--- config.mk ---
export PLATFORM = sky130hd
export DESIGN_NAME = instr_window_loader_flat
export DESIGN_NICKNAME = d
export VERILOG_FILES = /design/src/rtl/y86_pkg.sv /design/src/rtl/instr_window_loader_if.sv /design/src/rtl/instr_len_decode.sv /design/src/rtl/instr_window_loader.sv /design/src/flat_wrapper.sv
export SDC_FILE = /design/constraint.sdc
export NUM_CORES = 1
export LEC_CHECK = 0
export CORE_ASPECT_RATIO = 0.9
export CORE_UTILIZATION = 49
export CTS_CLUSTER_SIZE = 25
export DETAILED_ROUTE_END_ITERATION = 8
export PLACE_DENSITY = 0.85
export SLEW_MARGIN = 20
export SYNTH_ARGS = -nofsm -noshare
export SYNTH_HDL_FRONTEND = slang
export SYNTH_HIERARCHICAL = 1
export SYNTH_SLANG_ARGS = --single-unit
--- constraint.sdc ---
create_clock -name clk -period 6.04 [get_ports clk]
set_clock_uncertainty 0.2 [all_clocks]
set_input_delay 1.51 -clock clk [delete_from_list [all_inputs] [get_ports clk]]
set_output_delay 1.51 -clock clk [all_outputs]
set_load 0.02 [all_outputs]
--- src/rtl/y86_pkg.sv ---
// Y86-64 shared definitions: icode constants, instruction-length lookup and
// instruction-memory size, reused by the loader and the fetch stage.
package y86_pkg;

  localparam int IMEM_BYTES = 1024;

  localparam logic [3:0] ICODE_HALT   = 4'h0;
  localparam logic [3:0] ICODE_NOP    = 4'h1;
  localparam logic [3:0] ICODE_RRMOVQ = 4'h2;
  localparam logic [3:0] ICODE_IRMOVQ = 4'h3;
  localparam logic [3:0] ICODE_RMMOVQ = 4'h4;
  localparam logic [3:0] ICODE_MRMOVQ = 4'h5;
  localparam logic [3:0] ICODE_OPQ    = 4'h6;
  localparam logic [3:0] ICODE_JXX    = 4'h7;
  localparam logic [3:0] ICODE_CALL   = 4'h8;
  localparam logic [3:0] ICODE_RET    = 4'h9;
  localparam logic [3:0] ICODE_PUSHQ  = 4'hA;
  localparam logic [3:0] ICODE_POPQ   = 4'hB;

  typedef enum logic [1:0] {
    ST_IDLE = 2'd0,
    ST_LOAD = 2'd1,
    ST_HOLD = 2'd2
  } load_state_e;

  // Unrecognised icodes load as a single byte so fetch can flag them itself.
  function automatic logic [3:0] icode_len(input logic [3:0] icode);
    logic [3:0] len;
    case (icode)
      ICODE_HALT, ICODE_NOP, ICODE_RET:                    len = 4'd1;
      ICODE_RRMOVQ, ICODE_OPQ, ICODE_PUSHQ, ICODE_POPQ:    len = 4'd2;
      ICODE_JXX, ICODE_CALL:                               len = 4'd9;
      ICODE_IRMOVQ, ICODE_RMMOVQ, ICODE_MRMOVQ:            len = 4'd10;
      default:                                             len = 4'd1;
    endcase
    return len;
  endfunction

  function automatic logic icode_known(input logic [3:0] icode);
    return icode <= ICODE_POPQ;
  endfunction

endpackage

--- src/rtl/instr_window_loader_if.sv ---
// Request, instruction-memory and fetch-side signals of the instruction loader.
// slave is the loader; master is the surrounding fetch/memory environment.
interface instr_window_loader_if #(
  parameter int MEM_ADDR_W = 10
);

  logic [63:0]           pc_in;
  logic                  pc_valid;
  logic                  req_ready;
  logic                  flush;

  logic                  mem_rd_en;
  logic [MEM_ADDR_W-1:0] mem_addr;
  logic [7:0]            mem_rd_data;

  logic [0:79]           current_instruction;
  logic [63:0]           instr_pc;
  logic                  instr_valid;
  logic                  instr_ready;
  logic                  imem_error;

  modport slave (
    input  pc_in, pc_valid, flush, mem_rd_data, instr_ready,
    output req_ready, mem_rd_en, mem_addr,
           current_instruction, instr_pc, instr_valid, imem_error
  );

  modport master (
    output pc_in, pc_valid, flush, mem_rd_data, instr_ready,
    input  req_ready, mem_rd_en, mem_addr,
           current_instruction, instr_pc, instr_valid, imem_error
  );

endinterface

--- src/rtl/instr_len_decode.sv ---
// Combinational icode -> instruction length decode for the first fetched byte.
module instr_len_decode
  import y86_pkg::*;
(
  input  logic [3:0] icode,
  output logic [3:0] len,
  output logic       valid
);

  assign len   = icode_len(icode);
  assign valid = icode_known(icode);

endmodule

--- src/rtl/instr_window_loader.sv ---
// Byte-serial instruction loader: reads one instruction from byte-wide
// synchronous memory and presents an 80-bit big-endian window to fetch.
//
// state   | meaning
// IDLE    | waiting for a PC request, req_ready high
// LOAD    | issuing byte k, capturing byte k-1 from memory
// HOLD    | window complete, instr_valid high until instr_ready
module instr_window_loader
  import y86_pkg::*;
#(
  parameter int MEM_ADDR_W = $clog2(IMEM_BYTES)
) (
  input logic                  clk,
  input logic                  rst_n,
  instr_window_loader_if.slave bus
);

  load_state_e state;
  logic [3:0]  k_q;
  logic [3:0]  len_q;
  logic [63:0] pc_q;
  logic [0:79] window_q;
  logic        err_q;
  logic        valid_q;

  logic [3:0]  dec_len;
  logic        dec_valid;
  logic [3:0]  need_len;
  logic        need_more;
  logic [64:0] addr_sum;
  logic        in_range;
  logic        issue;
  logic [6:0]  slot_base;

  instr_len_decode u_len_decode (
    .icode (bus.mem_rd_data[7:4]),
    .len   (dec_len),
    .valid (dec_valid)
  );

  // Byte 0 is on mem_rd_data while k==1, so its length gates byte 1 directly.
  always_comb begin
    need_len = len_q;
    if (k_q == 4'd1) begin
      need_len = dec_valid ? dec_len : 4'd1;
    end
    need_more = (k_q == 4'd0) || (k_q < need_len);
    addr_sum  = {1'b0, pc_q} + 65'(k_q);
    in_range  = (addr_sum >> MEM_ADDR_W) == 65'd0;
    issue     = (state == ST_LOAD) && need_more && in_range;
  end

  assign slot_base = {k_q - 4'd1, 3'b000};

  always_ff @(posedge clk or negedge rst_n) begin
    if (!rst_n) begin
      state    <= ST_IDLE;
      k_q      <= 4'd0;
      len_q    <= 4'd1;
      pc_q     <= 64'd0;
      window_q <= '0;
      err_q    <= 1'b0;
      valid_q  <= 1'b0;
    end else if (bus.flush) begin
      state    <= ST_IDLE;
      k_q      <= 4'd0;
      window_q <= '0;
      err_q    <= 1'b0;
      valid_q  <= 1'b0;
    end else begin
      case (state)
        ST_IDLE: begin
          if (bus.pc_valid) begin
            pc_q     <= bus.pc_in;
            window_q <= '0;
            err_q    <= 1'b0;
            k_q      <= 4'd0;
            len_q    <= 4'd1;
            state    <= ST_LOAD;
          end
        end
        ST_LOAD: begin
          // Any k>=1 implies byte k-1 was issued last cycle.
          if (k_q != 4'd0) begin
            window_q[slot_base +: 8] <= bus.mem_rd_data;
          end
          if (k_q == 4'd1) begin
            len_q <= need_len;
          end
          if (!need_more) begin
            state   <= ST_HOLD;
            valid_q <= 1'b1;
          end else if (!in_range) begin
            err_q   <= 1'b1;
            state   <= ST_HOLD;
            valid_q <= 1'b1;
          end else begin
            k_q <= k_q + 4'd1;
          end
        end
        ST_HOLD: begin
          if (bus.instr_ready) begin
            state   <= ST_IDLE;
            valid_q <= 1'b0;
          end
        end
        default: begin
          state   <= ST_IDLE;
          valid_q <= 1'b0;
        end
      endcase
    end
  end

  assign bus.req_ready           = (state == ST_IDLE);
  assign bus.mem_rd_en           = issue;
  assign bus.mem_addr            = issue ? addr_sum[MEM_ADDR_W-1:0] : '0;
  assign bus.current_instruction = window_q;
  assign bus.instr_pc            = pc_q;
  assign bus.instr_valid         = valid_q;
  assign bus.imem_error          = err_q;

endmodule

--- src/flat_wrapper.sv ---
// flat-port wrapper written by rule: the top's interface ports become plain ports
module instr_window_loader_flat import y86_pkg::*;
#(
  parameter int MEM_ADDR_W = $clog2(IMEM_BYTES)
)
  (clk, rst_n, bus_pc_in, bus_pc_valid, bus_flush, bus_mem_rd_data, bus_instr_ready, bus_req_ready, bus_mem_rd_en, bus_mem_addr, bus_current_instruction, bus_instr_pc, bus_instr_valid, bus_imem_error);
  instr_window_loader_if #(.MEM_ADDR_W(MEM_ADDR_W)) bus_i ();
  input logic clk;
  input logic rst_n;
  input wire logic [$bits(bus_i.pc_in)-1:0] bus_pc_in;
  input wire logic [$bits(bus_i.pc_valid)-1:0] bus_pc_valid;
  input wire logic [$bits(bus_i.flush)-1:0] bus_flush;
  input wire logic [$bits(bus_i.mem_rd_data)-1:0] bus_mem_rd_data;
  input wire logic [$bits(bus_i.instr_ready)-1:0] bus_instr_ready;
  output wire logic [$bits(bus_i.req_ready)-1:0] bus_req_ready;
  output wire logic [$bits(bus_i.mem_rd_en)-1:0] bus_mem_rd_en;
  output wire logic [$bits(bus_i.mem_addr)-1:0] bus_mem_addr;
  output wire logic [$bits(bus_i.current_instruction)-1:0] bus_current_instruction;
  output wire logic [$bits(bus_i.instr_pc)-1:0] bus_instr_pc;
  output wire logic [$bits(bus_i.instr_valid)-1:0] bus_instr_valid;
  output wire logic [$bits(bus_i.imem_error)-1:0] bus_imem_error;
  assign bus_i.pc_in = bus_pc_in;
  assign bus_i.pc_valid = bus_pc_valid;
  assign bus_i.flush = bus_flush;
  assign bus_i.mem_rd_data = bus_mem_rd_data;
  assign bus_i.instr_ready = bus_instr_ready;
  assign bus_req_ready = bus_i.req_ready;
  assign bus_mem_rd_en = bus_i.mem_rd_en;
  assign bus_mem_addr = bus_i.mem_addr;
  assign bus_current_instruction = bus_i.current_instruction;
  assign bus_instr_pc = bus_i.instr_pc;
  assign bus_instr_valid = bus_i.instr_valid;
  assign bus_imem_error = bus_i.imem_error;
  instr_window_loader #(.MEM_ADDR_W(MEM_ADDR_W)) u_core (.clk(clk), .rst_n(rst_n), .bus(bus_i));
endmodule
### After elaboration in Yosys (flattened, before gate mapping)

Memories as Yosys holds them, arrays and structs flattened.
Cells that the tools add are included.

* add/sub/neg operators: 4
* $mul: 0
* div/mod/pow operators: 0
* $lt $le $gt $ge: 2
* equality and inequality tests: 13
* shifts and indexed selects: 2
* mux-type cells: 31
* bitwise logic cells: 2
* reduce and logical (&&, ||, !) cells: 16

Operator list (count)
* 80-bit 2-to-1 mux: 3
* 80-bit case mux with 2 select lines: 1
* 81-bit by 9-bit variable shift with 80-bit output, first input constant: 1
* 81-bit by 9-bit variable part select with 80-bit output: 1
* 80-bit bitwise mux: 1
* 64-bit by 4-bit adder with 65-bit output: 1
* 65-bit zero test: 1
* 4-bit 2-to-1 mux: 8
* 4-bit case mux with 2 select lines: 2
* 3-bit inequality test, second input constant: 4
* 3-bit AND reduction: 4
* 4-bit AND reduction: 3
* 10-bit 2-to-1 mux: 1
* 2-bit 2-to-1 mux: 5
* 8-bit negator with 9-bit output: 1
* 7-bit NOT with 8-bit output: 1
* 1-bit 2-to-1 mux: 7
* 3-bit by 2-bit inequality test with 1-bit output, second input constant: 2
* 2-bit case mux with 3 select lines: 1
* 4-bit by 1-bit adder with 4-bit output, second input constant: 1
* 4-bit by 1-bit equality test with 1-bit output, second input constant: 1
* 4-bit <= comparator, second input constant: 1
* 4-bit zero test: 1
* 4-bit < comparator: 1
* 15 further kinds: 17

* register bits after elaboration: 156
* bits in latches: 0
* bits in writable memories: 0
* memory bits (read-only): 48
* bits of input ports: 77
* output and inout bits: 158
* word-level logic and storage cells: 78
* memories: 1

Memory list
* (name not given): words 16, width 3, rd ports 1, clocked after Yosys merged registers in 0, write ports 0, line y86_pkg.sv:29 `case (icode)`

### Logic depth before layout (Yosys ltp)

* depth after elaboration: 8
* mapped depth: 14
* gate-level depth less buffers: 12

### Modules after synthesis

Netlist, hierarchy kept.

By module, submodules not included
* instr_window_loader: instances 1, cells an instance 781, area each 8267.9 um^2, seq. area each 3905.0 um^2
* instr_len_decode: instances 1, cells an instance 11, area each 65.1 um^2, seq. area each 0.0 um^2

### Least setup slack after synthesis

No wires, ideal clock.

* path kind: in2out
* start: input port bus_mem_rd_data[7]
* end: output port bus_mem_addr[0]
* arrival: 4.167 ns
* required time: 4.330 ns
* slack: 0.163 ns
* cell stages on the path: 13
* buffers on the path: 1
* cells stage by stage: nor3b_2 > a21oi_1 > o22ai_1 > and3_1 > a21oi_1 > ha_1 > nand2_1 > a22oi_1 > a211o_1 > or4_1 > clkbuf_2 > nor3_1 > and2_1

* longest elaborated chain between the ends: 8
* elaborated cells on any way between the ends: 9
* those cells by class: 2 x order compare; 3 x mux; 3 x reduce/logical; 1 x memory

RTL lines
* start: declaration: line flat_wrapper.sv:13 `input wire logic [$bits(bus_i.mem_rd_data)-1:0] bus_mem_rd_data;`
* memory read 16 x 3 bit
* via u_core.dec_len[3]: line instr_window_loader.sv:26 `logic [3:0] dec_len;`
* 4-bit 2-to-1 mux: line instr_window_loader.sv:45 `need_len = dec_valid ? dec_len : 4'd1;`
* 4-bit 2-to-1 mux: line instr_window_loader.sv:44 `if (k_q == 4'd1) begin`
* 4-bit < comparator: line instr_window_loader.sv:47 `need_more = (k_q == 4'd0) || (k_q < need_len);`
* 1-bit logical OR: line instr_window_loader.sv:47
* 1-bit logical AND (2 in series): line instr_window_loader.sv:50 `issue = (state == ST_LOAD) && need_more && in_range;`
* via bus_mem_rd_en: line flat_wrapper.sv:16 `output wire logic [$bits(bus_i.mem_rd_en)-1:0] bus_mem_rd_en;`
* 10-bit 2-to-1 mux: line instr_window_loader.sv:117 `assign bus.mem_addr = issue ? addr_sum[MEM_ADDR_W-1:0] : '0;`
* end: declaration: line flat_wrapper.sv:17 `output wire logic [$bits(bus_i.mem_addr)-1:0] bus_mem_addr;`

The timed path passes the listed nets, and every way through them passes these cells.

### Worst setup path after layout

* start: register u_core.pc_q[1] (netlist: u_core/bus.instr_pc[1])
* end: output port bus_mem_addr[9]

* longest elaborated chain between the ends: 4

RTL lines
* start: declaration: line instr_window_loader.sv:21 `logic [63:0] pc_q;`
* start signal: assignment: line instr_window_loader.sv:74 `pc_q <= bus.pc_in;`
* 64-bit by 4-bit adder with 65-bit output (*): line instr_window_loader.sv:48 `addr_sum = {1'b0, pc_q} + 65'(k_q);`
* 65-bit zero test: line instr_window_loader.sv:49 `in_range = (addr_sum >> MEM_ADDR_W) == 65'd0;`
* 1-bit logical AND: line instr_window_loader.sv:50
* 10-bit 2-to-1 mux (*): line instr_window_loader.sv:117

Mark *: on every way between the ends. The rest lies on a longest branch, timed or not.

==> run summary <==
=========================================================================================
Critical path startpoint category ..........................................         flop
Gr busiest metal ...........................................................         met2
Path category of the worst min-delay check ................................. flop to flop
Power per standard cell area ...............................................  267 nW/um^2
Maximum capacitance violations .............................................            0
Status ..................................................................... finished, final reports clean
# DRC ......................................................................            0
Global routing usage summed across all routing layers ......................        0.337
Largest cells by area after synthesis ...................................... sky130_fd_sc_hd__dfrtp_1 47%, sky130_fd_sc_hd__a22o_1 8.4%, sky130_fd_sc_hd__mux2_2 7.4%
Fin cells ..................................................................         1321
Max H-tree Level ...........................................................            4
Number of antenna violations at the first check in global routing ..........            0
Post-synthesis register bit count ..........................................          156
Nets .......................................................................         1193
Peak supply drop ...........................................................     0.225 mV
Library cell with the largest summed area after synthesis .................. sky130_fd_sc_hd__dfrtp_1
Total overflow reported by the global router ...............................            0
Hold violation total from the final report .................................            0
Core Footprint .............................................................  16400 sq um
Critical path arrival ......................................................      4.27 ns
HPWL after DPL .............................................................      20.4 mm
Total of buffers placed on input and output ports ..........................          234
Crit Path Max Fanout .......................................................            8
Synthesized area ...........................................................   8330 sq um
Fraction of layout cells with a size suffix above 1 ........................        0.227
P&R area growth vs syn .....................................................        46.5%
Gate Count Post-Synth ......................................................          792
# rows .....................................................................           44
Number of pins with negative max-slew slack in the final report ............            0
Required time at the endpoint of the critical path .........................      4.33 ns
Proportion of register bits with asynchronous set or reset after synthesis .         1.00
Min setup slack post-route .................................................    0.0597 ns
Routed wire length per instance ............................................      22.3 um
Clock sink total ...........................................................          156
Total Die Area .............................................................  17500 sq um
Number of instances in the placed design ...................................         1282
Reg-to-reg slack, setup ....................................................      1.70 ns
Final WL ...................................................................      29.4 mm
Top post-synthesis cells by count .......................................... 155 x sky130_fd_sc_hd__dfrtp_1, 80 x sky130_fd_sc_hd__a22o_1, 55 x sky130_fd_sc_hd__mux2_2, 50 x sky130_fd_sc_hd__nand2_1, 43 x sky130_fd_sc_hd__nor2_1
Pre-CTS setup slack ........................................................    -0.857 ns
Boundary pin count .........................................................          235
Post-synthesis area per instance ...........................................   10.5 sq um
Largest net degree at the start of global routing ..........................           93
Initial Util ...............................................................        0.508
Final cell utilization of the core .........................................        0.744
Number of enable-type register cells in the synthesized netlist ............            0
Buffers from clock root to sink, at most ...................................            2
Overall via count from detail_route ........................................         8495
Category of the critical setup timing path ................................. flop to output port
Cts bufs inserted ..........................................................           17
Most common cell type on the critical path ................................. sky130_fd_sc_hd__buf_4
CP Capture Type ............................................................  output port
Top-count cell post-synth .................................................. sky130_fd_sc_hd__dfrtp_1
Final clock period utilization by the worst path ...........................        0.990
Share of synthesized area occupied by flip-flops and latches ...............        0.469
Global Route met3 Usage ....................................................       0.0848
Delay of the slowest cell on the worst path ................................      0.46 ns
Clock tree from TritonCTS ..................................................         done
Drt first-iter violations ..................................................          993
Width of the die ...........................................................       139 um
Number of warning messages in the yosys log ................................            6
Die H ......................................................................       126 um
Pin slew with the least headroom to its limit ..............................     0.991 ns
FMAX .......................................................................      167 MHz
Vias in the first global route .............................................         8182
Clk root buf ............................................................... sky130_fd_sc_hd__clkbuf_16
Setup Viol. Count Final ....................................................            0
ANT nets after route .......................................................            0
Source-to-sink clock delay at the later pin of the worst-skew pair .........      0.44 ns
Global placement routability congestion ....................................         1.02
Post-synth top area share ..................................................        0.465
Minimum hold slack .........................................................     0.301 ns
Final min period ...........................................................      5.98 ns
Global-route track usage on met1 ...........................................        0.457
Vias per std cell ..........................................................         6.43
Clock Pin Slew Worst Setup and Hold Paths ..................................      0.07 ns
Wire length of the first global-routing pass ...............................      45.9 mm
Synthesized Nets ...........................................................          884
First-pass iteration count of the detailed router ..........................            6
Library cells used by synthesis ............................................           79
GRT met2 Usage .............................................................        0.518
Antenna diode instance count ...............................................            0
Main synth FF type ......................................................... sky130_fd_sc_hd__dfrtp_1
Cell Chain, Critical Path .................................................. ha_1 > a21oi_1 > a2bb2oi_2 > buf_4 > nor4b_2 > buf_4 > buf_4 > a211oi_1 > a21oi_2 > a211o_1 > or4_4 > or2_4 > nor3_2 > buf_4
Cell type of the slowest stage on the worst timing path .................... sky130_fd_sc_hd__or4_4
Worst rel slew slack .......................................................        0.336
Leak Pwr ...................................................................      5.11 nW
Hold buffer count at CTS ...................................................            0
Setup Total Neg Slack ......................................................         0 ns
=========================================================================================
-- path summary, 6_finish.rpt --
kind                                                    start                                  to  depth (start not counted)
setup / recovery                       u_core/bus.instr_pc[1]                     bus_mem_addr[9]                         14
hold / removal             u_core/bus.current_instruction[34]  u_core/bus.current_instruction[34]                          1
setup reg to reg                       u_core/bus.instr_pc[1]                       u_core/k_q[1]                         15
hold reg to reg            u_core/bus.current_instruction[34]  u_core/bus.current_instruction[34]                          1
max in group asynchronous                               rst_n                     u_core/len_q[0]                          2
min in group asynchronous                               rst_n             u_core/bus.instr_pc[29]                          1
-- power by group --
group / internal (mW) / leakage [nW] / switching, mW / total (mW)
logic: 0.444 / 2.80 / 0.491 / 0.935
clock network: 0.550 / 0.274 / 0.507 / 1.06
registers: 1.14 / 2.04 / 0.137 / 1.27
total: 2.13 / 5.11 / 1.14 / 3.27
-- cell usage in the layout (no fill, tap or decap), drive strengths merged, types with 4 or more instances in the layout --
| cell type | synthesis | layout |
|---|---|---|
| clkdlybuf4s50 | 0 | 218 |
| dfrtp | 155 | 155 |
| buf | 19 | 112 |
| a22o | 80 | 80 |
| mux2 | 55 | 55 |
| nand2 | 50 | 50 |
| nor2 | 43 | 43 |
| nor3 | 30 | 30 |
| nand3 | 29 | 29 |
| o21ai | 29 | 29 |
| nand4 | 26 | 26 |
| inv | 18 | 26 |
| and3 | 20 | 20 |
| a21oi | 20 | 20 |
| clkbuf | 24 | 17 |
| xor2 | 16 | 16 |
| ha | 14 | 14 |
| and4 | 13 | 13 |
| nor4 | 12 | 12 |
| xnor2 | 11 | 11 |
| a31oi | 9 | 9 |
| or4 | 9 | 9 |
| and2 | 8 | 8 |
| nor4b | 7 | 7 |
| or3 | 6 | 6 |
| o22ai | 6 | 6 |
| mux2i | 5 | 5 |
| o31ai | 5 | 5 |
| o2111ai | 5 | 5 |
| o31a | 5 | 5 |
| or2 | 4 | 5 |
| a21o | 4 | 4 |
| a211oi | 4 | 4 |
| a211o | 4 | 4 |
| clkinv | 0 | 4 |
-- cells by family (layout without fill, tap and decap cells) --
kind of cell             after synthesis  count (layout)  share of synthesized area
flip-flops                           156             156                      0.469
buffers and inverters                 61             382                     0.0302
other                                  1               1                   0.000450
adder cells (fa/ha/maj)               15              15                     0.0234
XOR/XNOR                              27              27                     0.0284
AO/OA/AOI/OAI                        202             202                      0.184
AND/OR/NAND/NOR                      270             271                      0.185
multiplexers                          60              60                     0.0803
-- registers in the layout, indices dropped and copies added (netlist names) --
name and count:
u_core/bus.current_instruction 80, u_core/bus.instr_pc 64, u_core/k_q 4, u_core/len_q 4, u_core/state 2, u_core/bus.imem_error 1, u_core/bus.instr_valid 1
-- metal layers --
metal  up-vias  wire, um  part of all wire
met5         -         0                 0
met4         0      1060             0.036
met3        97      3010              0.10
met2       621     13500              0.46
met1      4113     11800              0.40
li1       3664         -                 -
-- critical path, delay by kind of cell, from the launching register on --
| kind | cells | cell delay, ns |
|---|---|---|
| buffers and inverters | 4 | 0.71 |
| AND/OR/NAND/NOR | 4 | 1.01 |
| flip-flops | 1 | 0.43 |
| adder cells (fa/ha/maj) | 1 | 0.31 |
| AO/OA/AOI/OAI | 5 | 1.37 |
-- layout make-up --
| cell class | instances | area, sq um |
|---|---|---|
| inverters | 18 | 67.6 |
| multi-input cells | 576 | 4360 |
| repair buffers | 332 | 3040 |
| clock inverters | 15 | 153 |
| flip-flops and latches | 156 | 3910 |
| clock buffers | 17 | 425 |
| fillers | 1111 | 4200 |
| well taps | 207 | 259 |
-- repair_timing --
item                                    CTS  global route
setup buffers                             3             3
pin swaps                                10            11
endpoints found under the setup margin   11            11
resized for setup                        86            23
gates cloned                              1             0
-- stage by stage --
step	total power, mW	area, sq um
6_report	3.27	12200
3_3_place_gp	2.17	11400
2_1_floorplan	1.68	8330
4_1_cts	3.24	12100
5_1_grt	3.39	12200
3_5_place_dp	2.18	11400
No activity file was read; power rests on OpenSTA's default activity.
